## config.mk

```make
export PLATFORM = sky130hd
export DESIGN_NAME = uart_tx_fifo
export DESIGN_NICKNAME = d
export VERILOG_FILES = /design/src/rtl/uart_pkg.sv /design/src/rtl/fifo_regfile.sv /design/src/rtl/uart_tx_fifo.sv
export SDC_FILE = /design/constraint.sdc
export NUM_CORES = 1
export LEC_CHECK = 0
export ABC_CLOCK_PERIOD_IN_PS = 3550
export BUFFER_PORTS_ARGS = -buffer_cell sky130_fd_sc_hd__buf_2
export CORE_MARGIN = 3
export CORE_UTILIZATION = 30
export CTS_CLUSTER_DIAMETER = 120
export DETAILED_ROUTE_END_ITERATION = 12
export MAX_ROUTING_LAYER = met4
export PLACE_DENSITY = 0.49
export SYNTH_ARGS = -nofsm -noshare
export SYNTH_HDL_FRONTEND = slang
export SYNTH_SLANG_ARGS = --single-unit
```

## constraint.sdc

```tcl
create_clock -name clk -period 3.55 [get_ports clk]
set_clock_uncertainty 0.15 [all_clocks]
set_input_delay 0.5325 -clock clk [delete_from_list [all_inputs] [get_ports clk]]
set_output_delay 0.5325 -clock clk [all_outputs]
set_load 0.01 [all_outputs]
```

## src/rtl/uart_pkg.sv

```systemverilog
// Shared UART definitions: launch FSM state encoding and default data width.
// Used by uart_tx_fifo today; uart_tx / uart_rx import the same encodings.
// Contents: DBIT_DEFAULT, tx_state_e (IDLE/START/WAIT, 2 bits).
package uart_pkg;

   localparam int DBIT_DEFAULT = 8;

   typedef enum logic [1:0] {
      IDLE  = 2'd0,
      START = 2'd1,
      WAIT  = 2'd2
   } tx_state_e;

endpackage

```

## src/rtl/fifo_regfile.sv

```systemverilog
// Storage array for the transmit FIFO: synchronous write, asynchronous read.
// Latency: write visible on r_data the cycle after the write edge; read is combinational.
// Backpressure: none here; the owner decides when wr_en may be asserted.
// Ports: clk, wr_en/w_addr/w_data (write side), r_addr/r_data (read side).
module fifo_regfile #(
   parameter int DBIT      = 8,
   parameter int ADDR_BITS = 4
) (
   input  logic                 clk,
   input  logic                 wr_en,
   input  logic [ADDR_BITS-1:0] w_addr,
   input  logic [DBIT-1:0]      w_data,
   input  logic [ADDR_BITS-1:0] r_addr,
   output logic [DBIT-1:0]      r_data
);

   logic [DBIT-1:0] mem_q [2**ADDR_BITS];

   // Contents need no reset: occupancy is tracked by the owner's counter.
   always_ff @(posedge clk) begin
      if (wr_en) begin
         mem_q[w_addr] <= w_data;
      end
   end

   assign r_data = mem_q[r_addr];

endmodule

```

## src/rtl/uart_tx_fifo.sv

```systemverilog
// Transmit buffer + launch controller in front of uart_tx (circular FIFO, 2**ADDR_BITS deep).
// Latency: write at E0 -> tx_start high after E1; next launch 2 cycles after tx_done_tick.
// Backpressure: none upstream; writes while full (without a pop) are dropped and flag overflow.
// Ports: clk, reset (async, active-low), wr/w_data/clr_ovf from system side,
//        tx_done_tick from uart_tx, tx_start/din to uart_tx, full/empty/count/overflow status.
module uart_tx_fifo
   import uart_pkg::*;
#(
   parameter int DBIT      = DBIT_DEFAULT,
   parameter int ADDR_BITS = 4
) (
   input  logic                 clk,
   input  logic                 reset,
   input  logic                 wr,
   input  logic [DBIT-1:0]      w_data,
   input  logic                 clr_ovf,
   input  logic                 tx_done_tick,
   output logic                 tx_start,
   output logic [DBIT-1:0]      din,
   output logic                 full,
   output logic                 empty,
   output logic [ADDR_BITS:0]   count,
   output logic                 overflow
);

   localparam int                 DEPTH     = 2**ADDR_BITS;
   localparam logic [ADDR_BITS:0] DEPTH_CNT = (ADDR_BITS+1)'(DEPTH);

   tx_state_e              state_q;
   logic                   tx_start_q;
   logic [DBIT-1:0]        din_q;
   logic [ADDR_BITS-1:0]   w_ptr_q, w_ptr_d;
   logic [ADDR_BITS-1:0]   r_ptr_q, r_ptr_d;
   logic [ADDR_BITS:0]     count_q, count_d;
   logic                   ovf_q, ovf_d;

   logic                   pop;
   logic                   wr_acc;
   logic [DBIT-1:0]        rd_data;

   assign full  = (count_q == DEPTH_CNT);
   assign empty = (count_q == '0);

   // The head entry leaves only when its stop bit is done, so count includes the byte on the line.
   assign pop    = (state_q == WAIT) && tx_done_tick;
   // A pop frees the head slot this cycle, so a full FIFO can still take a write alongside it.
   assign wr_acc = wr && (!full || pop);

   fifo_regfile #(
      .DBIT      (DBIT),
      .ADDR_BITS (ADDR_BITS)
   ) u_regfile (
      .clk    (clk),
      .wr_en  (wr_acc),
      .w_addr (w_ptr_q),
      .w_data (w_data),
      .r_addr (r_ptr_q),
      .r_data (rd_data)
   );

   always_comb begin
      w_ptr_d = w_ptr_q;
      r_ptr_d = r_ptr_q;
      count_d = count_q;
      ovf_d   = ovf_q;
      if (wr_acc) w_ptr_d = w_ptr_q + ADDR_BITS'(1);
      if (pop)    r_ptr_d = r_ptr_q + ADDR_BITS'(1);
      case ({wr_acc, pop})
         2'b10:   count_d = count_q + (ADDR_BITS+1)'(1);
         2'b01:   count_d = count_q - (ADDR_BITS+1)'(1);
         default: count_d = count_q;
      endcase
      // Set has priority over clear so a drop in the clear cycle is never lost.
      if (wr && !wr_acc) ovf_d = 1'b1;
      else if (clr_ovf)  ovf_d = 1'b0;
   end

   always_ff @(posedge clk or negedge reset) begin
      if (!reset) begin
         w_ptr_q <= '0;
         r_ptr_q <= '0;
         count_q <= '0;
         ovf_q   <= 1'b0;
      end else begin
         w_ptr_q <= w_ptr_d;
         r_ptr_q <= r_ptr_d;
         count_q <= count_d;
         ovf_q   <= ovf_d;
      end
   end

   // Launch FSM; tx_start and din are registered so uart_tx sees glitch-free inputs.
   always_ff @(posedge clk or negedge reset) begin
      if (!reset) begin
         state_q    <= IDLE;
         tx_start_q <= 1'b0;
         din_q      <= '0;
      end else begin
         case (state_q)
            IDLE: begin
               if (!empty) begin
                  state_q    <= START;
                  tx_start_q <= 1'b1;
                  din_q      <= rd_data;
               end
            end
            START: begin
               state_q    <= WAIT;
               tx_start_q <= 1'b0;
            end
            WAIT: begin
               if (tx_done_tick) begin
                  state_q <= IDLE;
               end
            end
            default: begin
               state_q    <= IDLE;
               tx_start_q <= 1'b0;
            end
         endcase
      end
   end

   assign tx_start = tx_start_q;
   assign din      = din_q;
   assign count    = count_q;
   assign overflow = ovf_q;

endmodule

```

# Yosys cells after proc, flatten, opt, wreduce, memory -nomap -nowiden
# Memories as Yosys holds them, arrays and structs flattened. A register that Yosys moved wholly into a read port is not among the register bits.
# Cells that the tools add are included.
totals:
  regBits: 17
  mem_bits_rw: 128
  input_bits: 13
  out_inout_bits: 17
  wordCells: 44
  n_memories: 1
memory_table:
  columns: ["name", "words", "word_bits", "rd", "rd_clocked_by_memory_dff", "wr", "line_no", "source"]
  rows:
  - ["u_regfile.mem_q", 16, 8, 1, 1, 1, "fifo_regfile.sv:17", "logic [DBIT-1:0] mem_q [2**ADDR_BITS];"]
classes:
  n_addsub: 4
  n_eq_ne: 7
  mux: 10
  bitwise: 2
  reduce_logical: 14
ops:
  columns: ["cell", "count"]
  rows:
  - ["$pmux W5 S2", 1]
  - ["$add A4 B1 Y4 const B", 2]
  - ["$pmux W2 S3", 1]
  - ["$reduce_and A2 Y1", 3]
  - ["$add A5 B1 Y5 const B", 1]
  - ["$eq A5 B5 Y1 const B", 1]
  - ["$logic_not A5 Y1", 1]
  - ["$mux W1", 5]
  - ["$sub A5 B1 Y5 const B", 1]
  - ["$eq A2 B1 Y1 const B", 2]
  - ["$eq A2 B2 Y1 const B", 2]
  - ["$mux W2", 2]
  - ["$ne A2 B2 Y1 const B", 2]
  - ["$reduce_bool A2 Y1", 2]
  - ["$logic_and A1 B1 Y1", 3]
  - ["$logic_not A1 Y1", 3]
  - ["$logic_not A2 Y1", 1]
  - ["$not A1 Y1", 2]
  - ["$pmux W1 S2", 1]
  - ["$logic_or A1 B1 Y1", 1]

# Longest topological paths before layout
# Gate-level depths: netlist of the first run.
logic_depth:
  ltp_word: 7
  depth_mapped: 12
  ltp_nobuf: 10

# Modules after synthesis
# Synthesis of the first run repeated with hierarchy kept, for this count alone.
unflattened:
  hier_cells: 324
  area_unflattened_um2: 6218.5
modules_own_cells:
  columns: ["mod", "n_inst", "cells_per_inst", "area_per_inst_um2", "seq_area_each_um2"]
  rows:
  - ["fifo_regfile", 1, 221, 4987.3, 3843.7]
  - ["uart_tx_fifo", 1, 103, 1231.2, 625.6]

# Least setup slack after synthesis of the first run
# Ideal clock, no wire load.
synth_timing:
  path_kind: "in2reg"
  startpoint: "input port tx_done_tick"
  endpoint: "register count_q[4] (netlist: count[4])"
  setup_time_ns: 0.123
  arrival_ns: 2.384
  required_ns: 3.277
  slack_ns: 0.894
  cell_stages: 11
  cell_sequence: "nand3b_1 a31oi_2 inv_1 ha_1 clkbuf_1 xor2_1 ha_1 and3b_1 o21ai_0 a21oi_1 xnor2_1"
synth_between:
  elab_chain_cells: 5
synth_rtl:
  columns: ["item", "line_no", "source"]
  rows:
  - ["start, declared", "uart_tx_fifo.sv:17", "input logic tx_done_tick,"]
  - ["$logic_and A1 B1 Y1 *", "uart_tx_fifo.sv:45", "assign pop = (state_q == WAIT) && tx_done_tick;"]
  - ["$logic_or A1 B1 Y1", "uart_tx_fifo.sv:47", "assign wr_acc = wr && (!full || pop);"]
  - ["$logic_and A1 B1 Y1", "uart_tx_fifo.sv:47", null]
  - ["$eq A2 B1 Y1 or $eq A2 B2 Y1 (tied branches)", "uart_tx_fifo.sv:68", "case ({wr_acc, pop})"]
  - ["$pmux W5 S2 or $reduce_bool A2 Y1 (tied branches)", null, null]
  - ["end signal, assigned", "uart_tx_fifo.sv:87", "count_q <= count_d;"]
  - ["end, declared", "uart_tx_fifo.sv:34", "logic [ADDR_BITS:0] count_q, count_d;"]
# Mark *: on every way between the ends. The rest lies on a longest branch, timed or not.
# A chain may end at the register's enable or synchronous reset.

# Worst setup path after layout of the first run
layout_timing:
  startpoint: "register state_q[0]"
  endpoint: "register count_q[2] (netlist: count[2])"
layout_between:
  elab_chain_cells: 6
layout_rtl:
  columns: ["item", "line_no", "source"]
  rows:
  - ["start, declared", "uart_tx_fifo.sv:29", "tx_state_e state_q;"]
  - ["start signal, assigned", "uart_tx_fifo.sv:95", "state_q <= IDLE;"]
  - ["start signal, assigned", "uart_tx_fifo.sv:102", "state_q <= START;"]
  - ["start signal, assigned", "uart_tx_fifo.sv:108", "state_q <= WAIT;"]
  - ["$eq A2 B2 Y1 *", "uart_tx_fifo.sv:45", null]
  - ["$logic_and A1 B1 Y1 *", "uart_tx_fifo.sv:45", null]
  - ["$logic_or A1 B1 Y1", "uart_tx_fifo.sv:47", null]
  - ["$logic_and A1 B1 Y1", "uart_tx_fifo.sv:47", null]
  - ["$eq A2 B1 Y1 or $eq A2 B2 Y1 (tied branches)", "uart_tx_fifo.sv:68", null]
  - ["$pmux W5 S2 or $reduce_bool A2 Y1 (tied branches)", null, null]
# Marks and branches as above.

==> flow_metrics.env, run 1 <==
export IMPL_status="finished, final reports clean"
export IMPL_overflow=0
export IMPL_irDropWorstVdd_v=0.000362
export IMPL_rows=52
export IMPL_die_height_um=150
export IMPL_antenna_found_initial=0
export IMPL_worst_path_max_delay_cell="a31oi_2"
export IMPL_die_w_um=150
export IMPL_setup_ws_ps=699
export IMPL_cp_max_fo=9
export IMPL_end_kind="flip-flop"
export IMPL_synth_top_family_by_area="multiplexers"
export IMPL_drv_cap=0
export IMPL_fin_crit_ps=2850
export IMPL_max_stage_delay_ps=510
export IMPL_firstDrtPassIters=5
export IMPL_cts_buffers=17
export IMPL_finalCritPeriodShare_pct=80.3
export IMPL_hp_class="input pin to flip-flop"
export IMPL_cts_tree="built"
export IMPL_hold_ws_ps=229
export IMPL_drv_slew=0
export IMPL_pre_cts_slack_ps=583
export IMPL_clockBufferDepth=2
export IMPL_synth_edf_count=128
export IMPL_rsz0062_at_grt="false"
export IMPL_fin_util_pct=36.0
export IMPL_synth_compound_area_share_pct=2.85
export IMPL_wl_per_cell_um=19.4
export IMPL_synthDistinctLibCells=39
export IMPL_p_leak_nw=2.60
export IMPL_yosys_area_share_simple_pct=4.04
export IMPL_fin_tns_setup_ps=0
export IMPL_synth_ff_type="edfxtp_1"
export IMPL_synth_area_mm2=0.00623
export IMPL_finalPower_mw=5.68
export IMPL_power_density_mw_per_mm2=778
export IMPL_syn_mean_instance_area_um2=19.3
export IMPL_startpoint_type="flip-flop"
export IMPL_worst_pin_slew_ps=727
export IMPL_wirelength_mm=12.8
export IMPL_synth_seq_cells=153
export IMPL_finalSetupViolations=0
export IMPL_grt_pass1_vias=3255
export IMPL_p_sw_mw=1.81
export IMPL_hold_depth=2
export IMPL_rr_worst_depth=10
export IMPL_core_mm2=0.0203
export IMPL_vias_per_cell=4.72
export IMPL_path_buf_inv=1
export IMPL_drive_gt1_share_pct=26.7
export IMPL_clkLatencyLatePin_ps=410
export IMPL_port_buffer_count=29
export IMPL_drtAntennaViolNets=0
export IMPL_hold_viol_final=0
export IMPL_drc=0
export IMPL_worst_endpoint_arrival_ps=2990
export IMPL_place_gp_congestion=0.738
export IMPL_async_reset_ff_share_pct=16.3
export IMPL_htreeDepth=4
export IMPL_synthXorXnorAreaFrac_pct=1.83
export IMPL_timing_slew_headroom_pct=51.5
export IMPL_crit_cells=10
export IMPL_syn2layout_area_growth_pct=17.2
export IMPL_intPower_mw=3.87
export IMPL_critPathRequiredTime_ps=3690
export IMPL_crit_family="compound AO/OA/AOI/OAI gates"
export IMPL_muxShareOfSynthArea_pct=15.5
export IMPL_grt_max_degree=26
export IMPL_p_comb_share_pct=27.4
export IMPL_grt_pass1_wl_mm=19.5
export IMPL_cts_resized=0
export IMPL_post_cts_buffers=0
export IMPL_fin_nets=398
export IMPL_synth_nets=344
export IMPL_diodes=0
export IMPL_crit_top_cell="xor2_1"
export IMPL_mostFrequentLayoutCells="edfxtp_1 (128), buf_2 (29), dfrtp_1 (24)"
export IMPL_pwr_share_clk_pct=28.6
export IMPL_track_usage_pct=12.3
export IMPL_synth_fa_ha_area_share_pct=1.61
export IMPL_syn_inst=323
export IMPL_switching_share_pct=31.9
export IMPL_max_freq_mhz=351
export IMPL_dp_hpwl_mm=8.28
export IMPL_cts_sinks=153
export IMPL_seq_area_frac_synth_pct=71.8
export IMPL_synth_warnings=0
export IMPL_seqPwrFrac_pct=44.0
export IMPL_drt_initial_drc_count=267
export IMPL_clkTransAtPathRegs_ps=60
export IMPL_io_pins=30
export IMPL_via_count=3111
export IMPL_initial_core_util_pct=30.7
export IMPL_cts_root_buf="clkbuf_16"
export IMPL_final_common_cell="edfxtp_1"
export IMPL_dieArea_mm2=0.0225
export IMPL_crit_chain="nand3b_1 -> a31oi_2 -> inv_1 -> ha_1 -> xor2_1 -> ha_1 -> a21oi_1 -> xor2_1 -> nor2_1 -> xor2_1"
export IMPL_crit_type="flip-flop to flip-flop"
repair_timing:
item,in CTS,in global routing
setup endpoints to repair,0,0
hold buffers,1,0
endpoints found under the hold margin,25,0
stage by stage:
| stage | cells | cell area (µm²) |
|---|---|---|
| floorplan | 323 | 6230 |
| global placement | 627 | 6760 |
| detailed placement | 627 | 6760 |
| CTS | 659 | 7300 |
| global route | 659 | 7300 |
| finish | 659 | 7300 |
worst paths after layout:
check | from | endpoint | slack, ps
max in group asynchronous | reset | r_ptr_q[2] | 2250
setup / recovery | state_q[0] | count[2] | 700
hold / removal | wr | overflow | 230
setup reg to reg | state_q[0] | count[2] | 700
hold reg to reg | overflow | overflow | 340
min in group asynchronous | reset | count[0] | 530
routing by layer:
layer / track usage (%) / part of all wire (%) / vias up
li1: - / - / 1403
met1: 16.8 / 47 / 1634
met2: 18.2 / 47 / 65
met3: 3.52 / 4.9 / 9
met4: 3.16 / 0.95 / 0
met5: - / 0 / -
flip-flops by register name (all words and copies together), names as in the netlist:
| register | flops |
|---|---|
| count | 5 |
| tx_start | 1 |
| u_regfile.mem_q | 128 |
| din | 8 |
| overflow | 1 |
| r_ptr_q | 4 |
| state_q | 2 |
| w_ptr_q | 4 |
power groups by stage:
stage / combinational [mW] / sequential (mW) / clock (mW)
after floorplan: 1.20 / 2.42 / 0
after global placement: 1.57 / 2.53 / 0
after detailed placement: 1.60 / 2.53 / 0
after CTS: 1.60 / 2.50 / 1.67
after global routing: 1.71 / 2.53 / 1.74
final: 1.55 / 2.50 / 1.63
synthesized netlist by cell type, types with 3 or more instances:
| master | number | share of area (%) |
|---|---|---|
| nand2b_1 | 3 | 0.30 |
| o21ai_0 | 4 | 0.32 |
| mux4_2 | 15 | 5.4 |
| ha_1 | 8 | 1.6 |
| dfrtp_1 | 25 | 10 |
| nor2_1 | 16 | 0.96 |
| a21oi_1 | 4 | 0.32 |
| mux4_1 | 17 | 7.2 |
| clkbuf_1 | 3 | 0.18 |
| inv_1 | 9 | 0.54 |
| xor2_1 | 5 | 0.70 |
| xnor2_1 | 8 | 1.1 |
| o221ai_1 | 6 | 0.84 |
| edfxtp_1 | 128 | 62 |
| buf_2 | 7 | 0.56 |
| nor3_1 | 4 | 0.32 |
| nand2_1 | 18 | 1.1 |
| mux2i_1 | 17 | 2.7 |
final cells by class:
class                   count  area [µm²]
fillers                  1929       13000
clock buffers              18         429
inverters                  10        40.0
flip-flops and latches    153        4470
repair buffers             51         313
clock inverters            13        98.8
well taps                 270         338
multi-input cells         144        1610
cells by family (layout without fill, tap and decap cells):
group           Yosys count  count (layout)
flops                   153             153
simple gates             52              52
mux                      50              50
buf+inv                  26              92
compound gates           21              21
xor+xnor                 13              13
fa+ha+maj                 8               8
Note: power is estimated with default switching activity, not from simulation.
==> run 2: changes to the inputs <==
--- a/config.mk
+++ b/config.mk
@@ -5,7 +5,7 @@
 export SDC_FILE = /design/constraint.sdc
 export NUM_CORES = 1
 export LEC_CHECK = 0
-export ABC_CLOCK_PERIOD_IN_PS = 3550
+export ABC_CLOCK_PERIOD_IN_PS = 2700
 export BUFFER_PORTS_ARGS = -buffer_cell sky130_fd_sc_hd__buf_2
 export CORE_MARGIN = 3
 export CORE_UTILIZATION = 30
==> constraint.sdc (replaced) <==
create_clock -name clk -period 2.7 [get_ports clk]
set_clock_uncertainty 0.15 [all_clocks]
set_input_delay 0.405 -clock clk [delete_from_list [all_inputs] [get_ports clk]]
set_output_delay 0.405 -clock clk [all_outputs]
set_load 0.01 [all_outputs]
==> run 2 against run 1 <==
Effect of this change:
- sequential share of layout area fell by 0.77 points
- register-to-register slack worse by 450 ps
- sequential cell count stayed put
- critical endpoint is now count[4]
- power is 35% higher
- maximum frequency is 16% higher
- hold slack got worse by 130 ps
- cell area is 1.3% higher
- largest power group unchanged
- cell count up 0.91%
- combinational power grew 36%
==> flow_metrics.env, run 2 (synthesis results as in run 1) <==
export IMPL_crit_family="simple AND/OR/NAND/NOR gates"
export IMPL_htreeDepth=4
export IMPL_die_w_um=150
export IMPL_hold_ws_ps=96.7
export IMPL_hold_depth=2
export IMPL_final_common_cell="edfxtp_1"
export IMPL_startpoint_type="flip-flop"
export IMPL_p_leak_nw=2.64
export IMPL_post_cts_buffers=0
export IMPL_grt_max_degree=26
export IMPL_worst_path_max_delay_cell="dfrtp_1"
export IMPL_worst_pin_slew_ps=830
export IMPL_fin_crit_ps=2460
export IMPL_dp_hpwl_mm=8.08
export IMPL_stdcell_area_mm2=0.00739
export IMPL_initial_core_util_pct=30.7
export IMPL_grt_met2_usage_pct=18.2
export IMPL_via_count=3077
export IMPL_drv_slew=0
export IMPL_grt_util_met3_pct=3.61
export IMPL_end_kind="flip-flop"
export IMPL_syn2layout_area_growth_pct=18.7
export IMPL_clkTransAtPathRegs_ps=60
export IMPL_vias_per_cell=4.63
export IMPL_crit_type="flip-flop to flip-flop"
export IMPL_dieArea_mm2=0.0225
export IMPL_grt_pass1_wl_mm=19.1
export IMPL_path_buf_inv=1
export IMPL_max_stage_delay_ps=450
export IMPL_clkLatencyLatePin_ps=420
export IMPL_rr_worst_depth=10
export IMPL_finalSetupViolations=0
export IMPL_diodes=0
export IMPL_grt_use_met1_pct=16.0
export IMPL_drive_gt1_share_pct=28.1
export IMPL_place_gp_congestion=0.795
export IMPL_crit_cells=10
export IMPL_io_pins=30
export IMPL_largest_register="u_regfile.mem_q"
export IMPL_overflow=0
export IMPL_core_mm2=0.0203
export IMPL_timing_slew_headroom_pct=44.4
export IMPL_drc=0
export IMPL_wirelength_mm=12.4
export IMPL_max_freq_mhz=407
export IMPL_antenna_found_initial=0
export IMPL_largest_register_ffs=128
export IMPL_crit_chain="nor4_1 -> a31oi_2 -> inv_1 -> ha_1 -> xor2_1 -> ha_1 -> and3b_1 -> o21ai_0 -> a21oi_1 -> xnor2_1"
export IMPL_grt_pass1_vias=3206
export IMPL_cts_buffers=17
export IMPL_busiest_layer="met2"
export IMPL_power_density_mw_per_mm2=1030
export IMPL_fin_tns_setup_ps=0
export IMPL_finalCritPeriodShare_pct=91.0
export IMPL_port_buffer_count=29
export IMPL_status="finished, final reports clean"
export IMPL_hp_class="input pin to flip-flop"
export IMPL_drtAntennaViolNets=0
export IMPL_die_height_um=150
export IMPL_cp_max_fo=7
export IMPL_wl_per_cell_um=18.7
export IMPL_rows=52
export IMPL_mostFrequentLayoutCells="edfxtp_1 (128), buf_2 (29), buf_4 (25)"
export IMPL_fin_util_pct=36.4
export IMPL_hold_viol_final=0
export IMPL_drt_initial_drc_count=179
export IMPL_worst_endpoint_arrival_ps=2650
export IMPL_rsz0062_at_grt="false"
export IMPL_track_usage_pct=12.1
export IMPL_crit_top_cell="ha_1"
export IMPL_critPathRequiredTime_ps=2890
export IMPL_cts_resized=0
export IMPL_drv_cap=0
export IMPL_firstDrtPassIters=4
export IMPL_cts_sinks=153
export IMPL_cts_tree="built"
export IMPL_dpl_cell_area_mm2=0.00681
export IMPL_fin_nets=403
export IMPL_cts_root_buf="clkbuf_16"
export IMPL_clockBufferDepth=2
export IMPL_irDropWorstVdd_v=0.000620
run 2: worst paths after layout:
check / startpoint / end / slack (ps)
max reg2reg: count[0] / count[4] / 240
max in group asynchronous: reset / r_ptr_q[2] / 1580
min reg2reg: overflow / overflow / 340
max: count[0] / count[4] / 240
min in group asynchronous: reset / count[3] / 380
min: wr / overflow / 100
run 2: area by class of cell:
type	count	area, µm²
inverters	10	40.0
clock buffers	18	429
fillers	1923	12900
flip-flops and latches	153	4470
clock inverters	14	141
multi-input cells	144	1610
well taps	270	338
repair buffers	56	363
run 2: timing repair:
action / 4_1_cts / 5_1_grt
endpoints found under the hold margin: 25 / 0
hold buffers: 1 / 0
endpoints found under the setup margin: 0 / 0
run 2: worst reg2reg max path, cell delays in order (launching register included):
cell and delay [ps]:
dfrtp_1 450, nor4_1 390, a31oi_2 220, inv_1 120, ha_1 180, xor2_1 160, ha_1 200, and3b_1 150
o21ai_0 70, a21oi_1 170, xnor2_1 130
run 2: metal layers:
metal  vias to the layer above  part of all wire, %
met2                        63                   47
li1                       1413                    -
met1                      1592                   48
met3                         9                  4.2
met4                         0                 0.93
met5                         -                    0
run 2: stage by stage:
step / setup slack (ps) / cells / total power, mW
floorplan: 95.3 / 323 / 4.77
global placement: 268 / 632 / 5.46
detailed placement: 235 / 632 / 5.47
CTS: 217 / 665 / 7.77
global route: 43.7 / 665 / 8.09
finish: 244 / 665 / 7.64
run 2: report_power, final:
part | internal [mW] | total (mW) | switching, mW
logic | 1.02 | 2.11 | 1.09
clock network | 1.29 | 2.28 | 0.989
registers | 2.95 | 3.26 | 0.311
total | 5.26 | 7.64 | 2.39
==> run 3: changes to the inputs <==
--- a/config.mk
+++ b/config.mk
@@ -13,6 +13,7 @@
 export DETAILED_ROUTE_END_ITERATION = 12
 export MAX_ROUTING_LAYER = met4
 export PLACE_DENSITY = 0.49
+export RECOVER_POWER = 25
 export SYNTH_ARGS = -nofsm -noshare
 export SYNTH_HDL_FRONTEND = slang
 export SYNTH_SLANG_ARGS = --single-unit
==> run 3 against run 2 <==
Effect of this change:
- global-route usage is the same
- maximum frequency about the same
- core utilization about the same
- cell count is the same
- routed wire length decreased by 0.44%
- combinational power about the same
- sequential share of layout area rose by 0.072 points
- cell area shrank 0.12%
- clock power barely moved
- critical path type unchanged
- critical endpoint unchanged
==> flow_metrics.env, run 3 (synthesis results as in run 1) <==
export IMPL_syn2layout_area_growth_pct=18.5
export IMPL_drtAntennaViolNets=0
export IMPL_crit_type="flip-flop to flip-flop"
export IMPL_cts_sinks=153
export IMPL_pre_cts_slack_ps=235
export IMPL_grt_pass1_vias=3206
export IMPL_final_common_cell="edfxtp_1"
export IMPL_n_fill_cell=1928
export IMPL_overflow=0
export IMPL_drc=0
export IMPL_end_kind="flip-flop"
export IMPL_p_leak_nw=2.62
export IMPL_path_buf_inv=1
export IMPL_pwr_share_clk_pct=29.8
export IMPL_dp_hpwl_mm=8.08
export IMPL_largest_register="u_regfile.mem_q"
export IMPL_worst_path_max_delay_cell="dfrtp_1"
export IMPL_vias_per_cell=4.62
export IMPL_post_cts_buffers=0
export IMPL_drive_gt1_share_pct=26.3
export IMPL_status="finished, final reports clean"
export IMPL_finalCritPeriodShare_pct=91.0
export IMPL_drv_slew=0
export IMPL_antenna_found_initial=0
export IMPL_cts_buffers=17
export IMPL_crit_top_cell="ha_1"
export IMPL_setup_ws_ps=244
export IMPL_fin_nets=403
export IMPL_grt_max_degree=26
export IMPL_hold_ws_ps=97.7
export IMPL_switching_share_pct=31.1
export IMPL_dieArea_mm2=0.0225
export IMPL_rsz0062_at_grt="false"
export IMPL_clkTransAtPathRegs_ps=60
export IMPL_grt_use_met1_pct=16.0
export IMPL_initial_core_util_pct=30.7
export IMPL_hold_viol_final=0
export IMPL_mostFrequentLayoutCells="edfxtp_1 (128), buf_4 (25), dfrtp_1 (24)"
export IMPL_cts_root_buf="clkbuf_16"
export IMPL_fin_tns_setup_ps=0
export IMPL_place_gp_congestion=0.795
export IMPL_track_usage_pct=12.1
export IMPL_port_buffer_count=29
export IMPL_seqPwrFrac_pct=42.7
export IMPL_cts_resized=0
export IMPL_busiest_layer="met2"
export IMPL_htreeDepth=4
export IMPL_drv_cap=0
export IMPL_cp_max_fo=7
export IMPL_max_stage_delay_ps=450
export IMPL_multi_input_area_mm2=0.00161
export IMPL_finalPower_mw=7.63
export IMPL_wirelength_mm=12.4
export IMPL_grt_util_met3_pct=3.61
export IMPL_critPathRequiredTime_ps=2890
export IMPL_crit_family="simple AND/OR/NAND/NOR gates"
export IMPL_finalSetupViolations=0
export IMPL_fin_util_pct=36.4
export IMPL_final_seq_area_mm2=0.00447
export IMPL_timing_slew_headroom_pct=44.9
export IMPL_grt_pass1_wl_mm=19.1
export IMPL_grt_met2_usage_pct=18.2
export IMPL_power_density_mw_per_mm2=1030
export IMPL_irDropWorstVdd_v=0.000622
export IMPL_clkLatencyLatePin_ps=420
export IMPL_via_count=3075
export IMPL_worst_pin_slew_ps=823
export IMPL_wl_per_cell_um=18.6
export IMPL_core_mm2=0.0203
export IMPL_clockBufferDepth=2
export IMPL_startpoint_type="flip-flop"
export IMPL_die_height_um=150
export IMPL_cts_tree="built"
export IMPL_diodes=0
export IMPL_crit_chain="nor4_1 -> a31oi_2 -> inv_1 -> ha_1 -> xor2_1 -> ha_1 -> and3b_1 -> o21ai_0 -> a21oi_1 -> xnor2_1"
export IMPL_postCtsHoldBufs=1
export IMPL_worst_endpoint_arrival_ps=2640
export IMPL_max_freq_mhz=407
export IMPL_largest_register_ffs=128
export IMPL_firstDrtPassIters=4
export IMPL_fin_crit_ps=2460
export IMPL_hp_class="input pin to flip-flop"
export IMPL_p_sw_mw=2.38
export IMPL_die_w_um=150
export IMPL_p_comb_share_pct=27.6
export IMPL_drt_initial_drc_count=187
export IMPL_rows=52
export IMPL_intPower_mw=5.25
export IMPL_io_pins=30
==> run 3: per-layer routing <==
| layer | part of all wire (%) | wire (µm) |
|---|---|---|
| met5 | 0 | 0 |
| met4 | 0.60 | 74 |
| met3 | 5.0 | 616 |
| met2 | 48 | 5910 |
| met1 | 47 | 5760 |
==> run 3: worst reg2reg max path: cells and delay by family (launching register included) <==
kind                     cells  cell delay (ps)
buffers and inverters        1              120
AO/OA/AOI/OAI                3              450
adder cells (fa/ha/maj)      2              380
flip-flops                   1              450
AND/OR/NAND/NOR              2              550
XOR/XNOR                     2              290
==> run 3: power groups by stage <==
stage / Sequential, mW / Combinational (mW) / Clock [mW]
finish: 3.26 / 2.10 / 2.27
global route: 3.31 / 2.32 / 2.45
CTS: 3.26 / 2.17 / 2.34
detailed placement: 3.31 / 2.16 / 0
global placement: 3.30 / 2.16 / 0
floorplan: 3.19 / 1.58 / 0
==> run 3: final cells by class <==
class,count,share of cell area [%]
sequential,153,60.6
multi-input combinational,144,21.8
clock buffer,18,5.81
timing repair buffer,56,4.80
tap,270,4.58
clock inverter,14,1.92
inverter,10,0.542
==> run 3: worst paths after layout <==
check	start	depth (start not counted)	slack [ps]	endpoint
min	wr	2	100	overflow
min reg2reg	overflow	1	330	overflow
max reg2reg	count[0]	10	240	count[4]
max in group asynchronous	reset	2	1580	r_ptr_q[2]
min in group asynchronous	reset	2	380	count[3]
max	count[0]	10	240	count[4]
==> run 3: metrics by stage <==
stage	cell area, µm²	cells
final	7380	665
after floorplan	6230	323
after global routing	7380	665
after detailed placement	6810	632
after CTS	7390	665
after global placement	6810	632
